===== src/rtl/mem_ctrl_pkg.sv =====
// Shared types and lane helpers for the load/store memory access controller.
// Data path is fixed at 64 bits (8 byte lanes).
package mem_ctrl_pkg;

    localparam int DATA_W = 64;
    localparam int LANES  = 8;

    typedef enum logic [1:0] {
        SZ_B = 2'b00,
        SZ_H = 2'b01,
        SZ_W = 2'b10,
        SZ_D = 2'b11
    } size_t;

    typedef enum logic [1:0] {
        IDLE   = 2'b00,
        ACCESS = 2'b01,
        RESP   = 2'b10
    } state_t;

    // Byte enables of an access of the given size, before shifting into its lanes.
    function automatic logic [LANES-1:0] lane_mask(input size_t sz);
        case (sz)
            SZ_B:    return 8'h01;
            SZ_H:    return 8'h03;
            SZ_W:    return 8'h0F;
            default: return 8'hFF;
        endcase
    endfunction

    // Address bits that must be zero for an access of the given size to be aligned.
    function automatic logic [2:0] size_low_bits(input size_t sz);
        case (sz)
            SZ_B:    return 3'b000;
            SZ_H:    return 3'b001;
            SZ_W:    return 3'b011;
            default: return 3'b111;
        endcase
    endfunction

endpackage


===== src/rtl/load_extend.sv =====
// Load return path: shifts the raw 64-bit line down by the byte offset, then
// sign- or zero-extends a byte/half/word; dwords pass through unchanged.
module load_extend
    import mem_ctrl_pkg::*;
(
    input  logic [63:0] rdata,
    input  logic [2:0]  off,
    input  logic [1:0]  size,
    input  logic        sgn,
    output logic [63:0] data
);

    logic [63:0] s;

    assign s = rdata >> {off, 3'b000};

    // NOTE: every combinational output gets a default before the case so no latch is inferred.
    always_comb begin
        data = s;
        case (size_t'(size))
            SZ_B:    data = {{56{sgn & s[7]}},  s[7:0]};
            SZ_H:    data = {{48{sgn & s[15]}}, s[15:0]};
            SZ_W:    data = {{32{sgn & s[31]}}, s[31:0]};
            default: data = s;
        endcase
    end

endmodule


===== src/rtl/mem_access_ctrl.sv =====
// Single-outstanding load/store sequencer for the shared 64-bit data memory.
// Optional macro MISALIGN_TRAP_EN: misaligned requests return an error without a memory access.
module mem_access_ctrl
    import mem_ctrl_pkg::*;
#(
    parameter int          XLEN        = 64,
    parameter int          ADDR_W      = 32,
    parameter int unsigned TIMEOUT_CYC = 255
) (
    input  logic              clk,
    input  logic              rst_n,
    input  logic              req_valid,
    output logic              req_ready,
    input  logic              req_we,
    input  logic [1:0]        req_size,
    input  logic              req_signed,
    input  logic [ADDR_W-1:0] req_addr,
    input  logic [XLEN-1:0]   req_wdata,
    output logic              rsp_valid,
    output logic [XLEN-1:0]   rsp_rdata,
    output logic              rsp_err,
    output logic              busy,
    output logic              mem_req,
    output logic              mem_we,
    output logic [ADDR_W-1:0] mem_addr,
    output logic [7:0]        mem_be,
    output logic [XLEN-1:0]   mem_wdata,
    input  logic              mem_ack,
    input  logic [XLEN-1:0]   mem_rdata
);

    localparam int CNT_W = (TIMEOUT_CYC > 1) ? $clog2(TIMEOUT_CYC) : 1;

    state_t              state, state_d;
    logic                we_q, sgn_q;
    size_t               size_q;
    logic [ADDR_W-4:0]   line_q;
    logic [XLEN-1:0]     wdata_q;
    logic [2:0]          off_q;
    logic [CNT_W-1:0]    cnt;
    logic [XLEN-1:0]     rdata_q, rdata_d;
    logic                err_q, err_d;
    logic [XLEN-1:0]     ext_data;
    logic [2:0]          req_low;
    logic                timeout_hit;

    assign req_low     = size_low_bits(size_t'(req_size));
    assign timeout_hit = (TIMEOUT_CYC != 0) && (cnt == CNT_W'(TIMEOUT_CYC - 1));

`ifdef MISALIGN_TRAP_EN
    logic misaligned;
    assign misaligned = |(req_addr[2:0] & req_low);
`endif

    load_extend u_load_extend (
        .rdata (mem_rdata),
        .off   (off_q),
        .size  (size_q),
        .sgn   (sgn_q),
        .data  (ext_data)
    );

    // NOTE: state and datapath registers use non-blocking assignments only.
    always_ff @(posedge clk or negedge rst_n) begin
        if (!rst_n) begin
            state   <= IDLE;
            rdata_q <= '0;
            err_q   <= 1'b0;
            cnt     <= '0;
        end else begin
            state   <= state_d;
            rdata_q <= rdata_d;
            err_q   <= err_d;
            cnt     <= (state == ACCESS) ? cnt + 1'b1 : '0;
        end
    end

    // Request latch; the stored offset is already aligned, which is how the
    // non-trapping build forces misaligned accesses onto their natural boundary.
    always_ff @(posedge clk or negedge rst_n) begin
        if (!rst_n) begin
            we_q    <= 1'b0;
            sgn_q   <= 1'b0;
            size_q  <= SZ_B;
            line_q  <= '0;
            wdata_q <= '0;
            off_q   <= '0;
        end else if (state == IDLE && req_valid) begin
            we_q    <= req_we;
            sgn_q   <= req_signed;
            size_q  <= size_t'(req_size);
            line_q  <= req_addr[ADDR_W-1:3];
            wdata_q <= req_wdata;
            off_q   <= req_addr[2:0] & ~req_low;
        end
    end

    always_comb begin
        state_d = state;
        rdata_d = rdata_q;
        err_d   = err_q;
        case (state)
            IDLE: begin
                if (req_valid) begin
`ifdef MISALIGN_TRAP_EN
                    if (misaligned) begin
                        state_d = RESP;
                        rdata_d = '0;
                        err_d   = 1'b1;
                    end else begin
                        state_d = ACCESS;
                    end
`else
                    state_d = ACCESS;
`endif
                end
            end
            ACCESS: begin
                // An ack in the final timeout cycle still completes normally.
                if (mem_ack) begin
                    state_d = RESP;
                    rdata_d = we_q ? '0 : ext_data;
                    err_d   = 1'b0;
                end else if (timeout_hit) begin
                    state_d = RESP;
                    rdata_d = '0;
                    err_d   = 1'b1;
                end
            end
            RESP:    state_d = IDLE;
            default: state_d = IDLE;
        endcase
    end

    assign req_ready = (state == IDLE);
    assign busy      = (state != IDLE) | req_valid;
    assign mem_req   = (state == ACCESS);
    assign mem_we    = mem_req & we_q;
    assign mem_addr  = mem_req ? {line_q, 3'b000} : '0;
    assign mem_be    = mem_req ? (lane_mask(size_q) << off_q) : '0;
    assign mem_wdata = mem_req ? (wdata_q << {off_q, 3'b000}) : '0;
    assign rsp_valid = (state == RESP);
    assign rsp_rdata = rsp_valid ? rdata_q : '0;
    assign rsp_err   = rsp_valid & err_q;

endmodule


===== config.mk =====
export PLATFORM = sky130hd
export DESIGN_NAME = mem_access_ctrl
export DESIGN_NICKNAME = d
export VERILOG_FILES = /design/src/rtl/mem_ctrl_pkg.sv /design/src/rtl/load_extend.sv /design/src/rtl/mem_access_ctrl.sv
export SDC_FILE = /design/constraint.sdc
export NUM_CORES = 1
export LEC_CHECK = 0
export BUFFER_PORTS_ARGS = -buffer_cell sky130_fd_sc_hd__clkbuf_2
export CORE_ASPECT_RATIO = 1.5
export CORE_MARGIN = 3
export CORE_UTILIZATION = 45
export DETAILED_ROUTE_END_ITERATION = 12
export GPL_TIMING_DRIVEN = 1
export PLACE_DENSITY = 0.69
export SYNTH_ARGS = -nofsm -noshare
export SYNTH_HDL_FRONTEND = slang
export SYNTH_SLANG_ARGS = --single-unit

===== constraint.sdc =====
create_clock -name clk -period 3.05 [get_ports clk]
set_input_delay 0.4575 -clock clk [delete_from_list [all_inputs] [get_ports clk]]
set_output_delay 0.4575 -clock clk [all_outputs]
set_load 0.02 [all_outputs]

==> results.sh <==
export IMPL_status="finished, final reports clean"
export IMPL_fin_crit_sh=0.969
export IMPL_wl_mm=38.9
export IMPL_intPower_w=0.00703
export IMPL_ys_seq_area_frac=0.395
export IMPL_hold_viol=0
export IMPL_die_width_um=134
export IMPL_synth_common_cells="175 x dfrtp_1, 129 x mux2_2, 129 x nor2_1"
export IMPL_start_util=0.462
export IMPL_cp_end_kind="output port"
export IMPL_htreeDepth=4
export IMPL_final_area_um2=13700
export IMPL_yosys_register_bits=175
export IMPL_ir_drop_uv=571
export IMPL_critPathLaunchType="register"
export IMPL_synth_area_leaders="dfrtp_1 39%, mux2_2 13%, mux2i_1 8.5%"
export IMPL_dr_pass1_iters=7
export IMPL_max_cap_violations=0
export IMPL_cts_sinks=175
export IMPL_fin_crit_ns=2.96
export IMPL_rsz0062_at_grt="no"
export IMPL_hpwlAfterDp_mm=29.5
export IMPL_synth_adder_area_share=0.00226
export IMPL_grt_use_total=0.287
export IMPL_fmax_ghz=0.338
export IMPL_synth_enable_flop_cells=0
export IMPL_min_path_type="in -> async"
export IMPL_holdWs_ns=0.0131
export IMPL_arrival_ns=2.50
export IMPL_place_congestion=0.996
export IMPL_yosys_warnings=0
export IMPL_yosysMostFrequentCell="dfrtp_1"
export IMPL_slew_viol_final=0
export IMPL_synth_area_um2=11100
export IMPL_first_global_vias=10100
export IMPL_critPathRequiredTime_ns=2.59
export IMPL_die_h_um=198
export IMPL_async_reset_ff_frac=1.00
export IMPL_cts_tree="built"
export IMPL_grt_max_degree=70
export IMPL_fin_util=0.571
export IMPL_comb_power_share=0.500
export IMPL_synth_area_per_cell_um2=9.82
export IMPL_area_delta_synth_final_pct=23.7
export IMPL_cts_root_buf="clkbuf_16"
export IMPL_synth_top_family_by_area="multiplexers"
export IMPL_crit_type="reg -> out"
export IMPL_setup_ws_ns=0.0939
export IMPL_portBuffers=338
export IMPL_antenna_found_initial=2
export IMPL_die_area_um2=26600
export IMPL_grt_overflow=0
export IMPL_cts_buffer_depth=2
export IMPL_synth_top_area_share=0.395
export IMPL_synthFlopType="dfrtp_1"
export IMPL_holdBufCountCts=0
export IMPL_p_seq_frac=0.323
export IMPL_synth_cells=1129
export IMPL_grt_pass1_wl_mm=58.5
export IMPL_vias=9972
export IMPL_drt_initial_drc_count=796
export IMPL_synth_compound_area_share=0.135
export IMPL_timing_setup_tns_ns=0
export IMPL_drive_gt1_frac=0.412
export IMPL_viasPerCell=5.67
export IMPL_clockPowerShare=0.177
export IMPL_core_area_um2=24000
export IMPL_rows=69
export IMPL_slew_limit_headroom=0.556
export IMPL_fin_nets=1595
export IMPL_yosysTopAreaCell="dfrtp_1"
export IMPL_power_switching_w=0.00558
export IMPL_ant_nets=0
export IMPL_wl_per_cell_um=22.1
export IMPL_synthXorXnorAreaFrac=0.00474
export IMPL_dpl_cell_area_um2=13100
export IMPL_worst_pin_slew_ns=0.665
export IMPL_drc=0
export IMPL_synth_distinct_cells=50
export IMPL_cellPowerDensity_nw_per_um2=919
export IMPL_cts_buffers=17
export IMPL_pin_count=342
export IMPL_clkSlewWorstSetupHoldPaths_ns=0.07
export IMPL_cellLeakagePower_nw=6.57
export IMPL_report_final_setup_viol=0
export IMPL_finClkSkew_ns=0.0129
export IMPL_clkLatencyLatePin_ns=0.44
export IMPL_power_share_switching=0.442
export IMPL_post_place_ws_ns=0.467
export IMPL_synthMuxAreaShare=0.252
export IMPL_critPathMaxFanout=11
export IMPL_synth_simple_area_share=0.165
==> power groups by stage <==
stage / clock network [W] / logic [W] / registers, W
6_report: 0.00223 / 0.00630 / 0.00407
5_1_grt: 0.00238 / 0.00677 / 0.00415
4_1_cts: 0.00227 / 0.00628 / 0.00404
3_5_place_dp: 0 / 0.00622 / 0.00410
3_3_place_gp: 0 / 0.00617 / 0.00406
2_1_floorplan: 0 / 0.00453 / 0.00362
==> worst max-delay path: stages (launching register included) <==
cell      delay, ns
dfrtp_4        0.57
inv_1          0.47
mux2i_1        0.43
mux2i_1        0.19
nor2_1         0.19
clkbuf_2       0.20
==> path summary, 6_finish.rpt <==
check	from	endpoint	slack [ns]	depth (start not counted)
worst max-delay path	off_q[1]	mem_wdata[56]	0.09	5
worst min-delay path	rst_n	line_q[21]	0.01	1
worst max register to register	off_q[2]	rdata_q[63]	0.54	6
worst min register to register	rdata_q[50]	rdata_q[50]	0.47	2
max in group asynchronous	rst_n	line_q[20]	2.22	2
min in group clk	req_addr[29]	line_q[26]	0.24	2
==> cell usage in the layout (no fill, tap or decap), drive strengths merged, types with 7 or more instances in the layout <==
cell type | Yosys | routed
and2 | 108 | 108
o21ai | 72 | 72
nor2b | 18 | 18
a211oi | 24 | 24
dfrtp | 175 | 175
mux2 | 130 | 130
nor2 | 129 | 129
nand2 | 81 | 81
mux4 | 17 | 17
buf | 37 | 37
a221o | 7 | 7
and3 | 11 | 11
mux2i | 94 | 94
o2bb2ai | 8 | 8
o32ai | 7 | 7
nand3 | 7 | 7
nand2b | 11 | 11
a211o | 9 | 9
o22a | 8 | 8
a2bb2oi | 7 | 7
clkbuf | 62 | 357
inv | 14 | 22
a21oi | 50 | 50
a32oi | 7 | 7
==> kinds of logic after synthesis <==
group / after synthesis
buffers and inverters: 113
other: 1
adder cells (fa/ha/maj): 2
flip-flops: 175
AO/OA/AOI/OAI: 213
XOR/XNOR: 6
multiplexers: 241
AND/OR/NAND/NOR: 378
==> layer usage <==
metal,vias to the layer above,track usage,part of all wire
met5,-,0,0
met4,0,0.118,0.042
met2,482,0.537,0.53
met1,4826,0.314,0.35
met3,105,0.0597,0.070
li1,4559,-,-
==> stage by stage <==
step,std cells,total power [W]
finish,1759,0.0126
global route,1759,0.0133
CTS,1757,0.0126
detailed placement,1724,0.0103
global placement,1724,0.0102
floorplan,1131,0.00816
==> repair_timing <==
action / CTS / global route
setup endpoints to repair: 1 / 9
setup buffers: 1 / 0
resized for setup: 0 / 3
==> registers in the layout, indices dropped and copies added (netlist names) <==
signal	cells
cnt	8
wdata_q	64
we_q	1
size_q	2
state	2
rdata_q	64
off_q	3
line_q	29
err_q	1
sgn_q	1
==> final cells by class <==
cell class	instances	area, µm²
diodes	2	5.00
clock buffers	20	447
clock inverters	12	141
fillers	2222	10300
inverters	14	52.6
multi-input cells	843	6230
flip-flops and latches	175	4390
well taps	319	399
repair buffers	374	2050
Power figures use the tool's default switching activity.
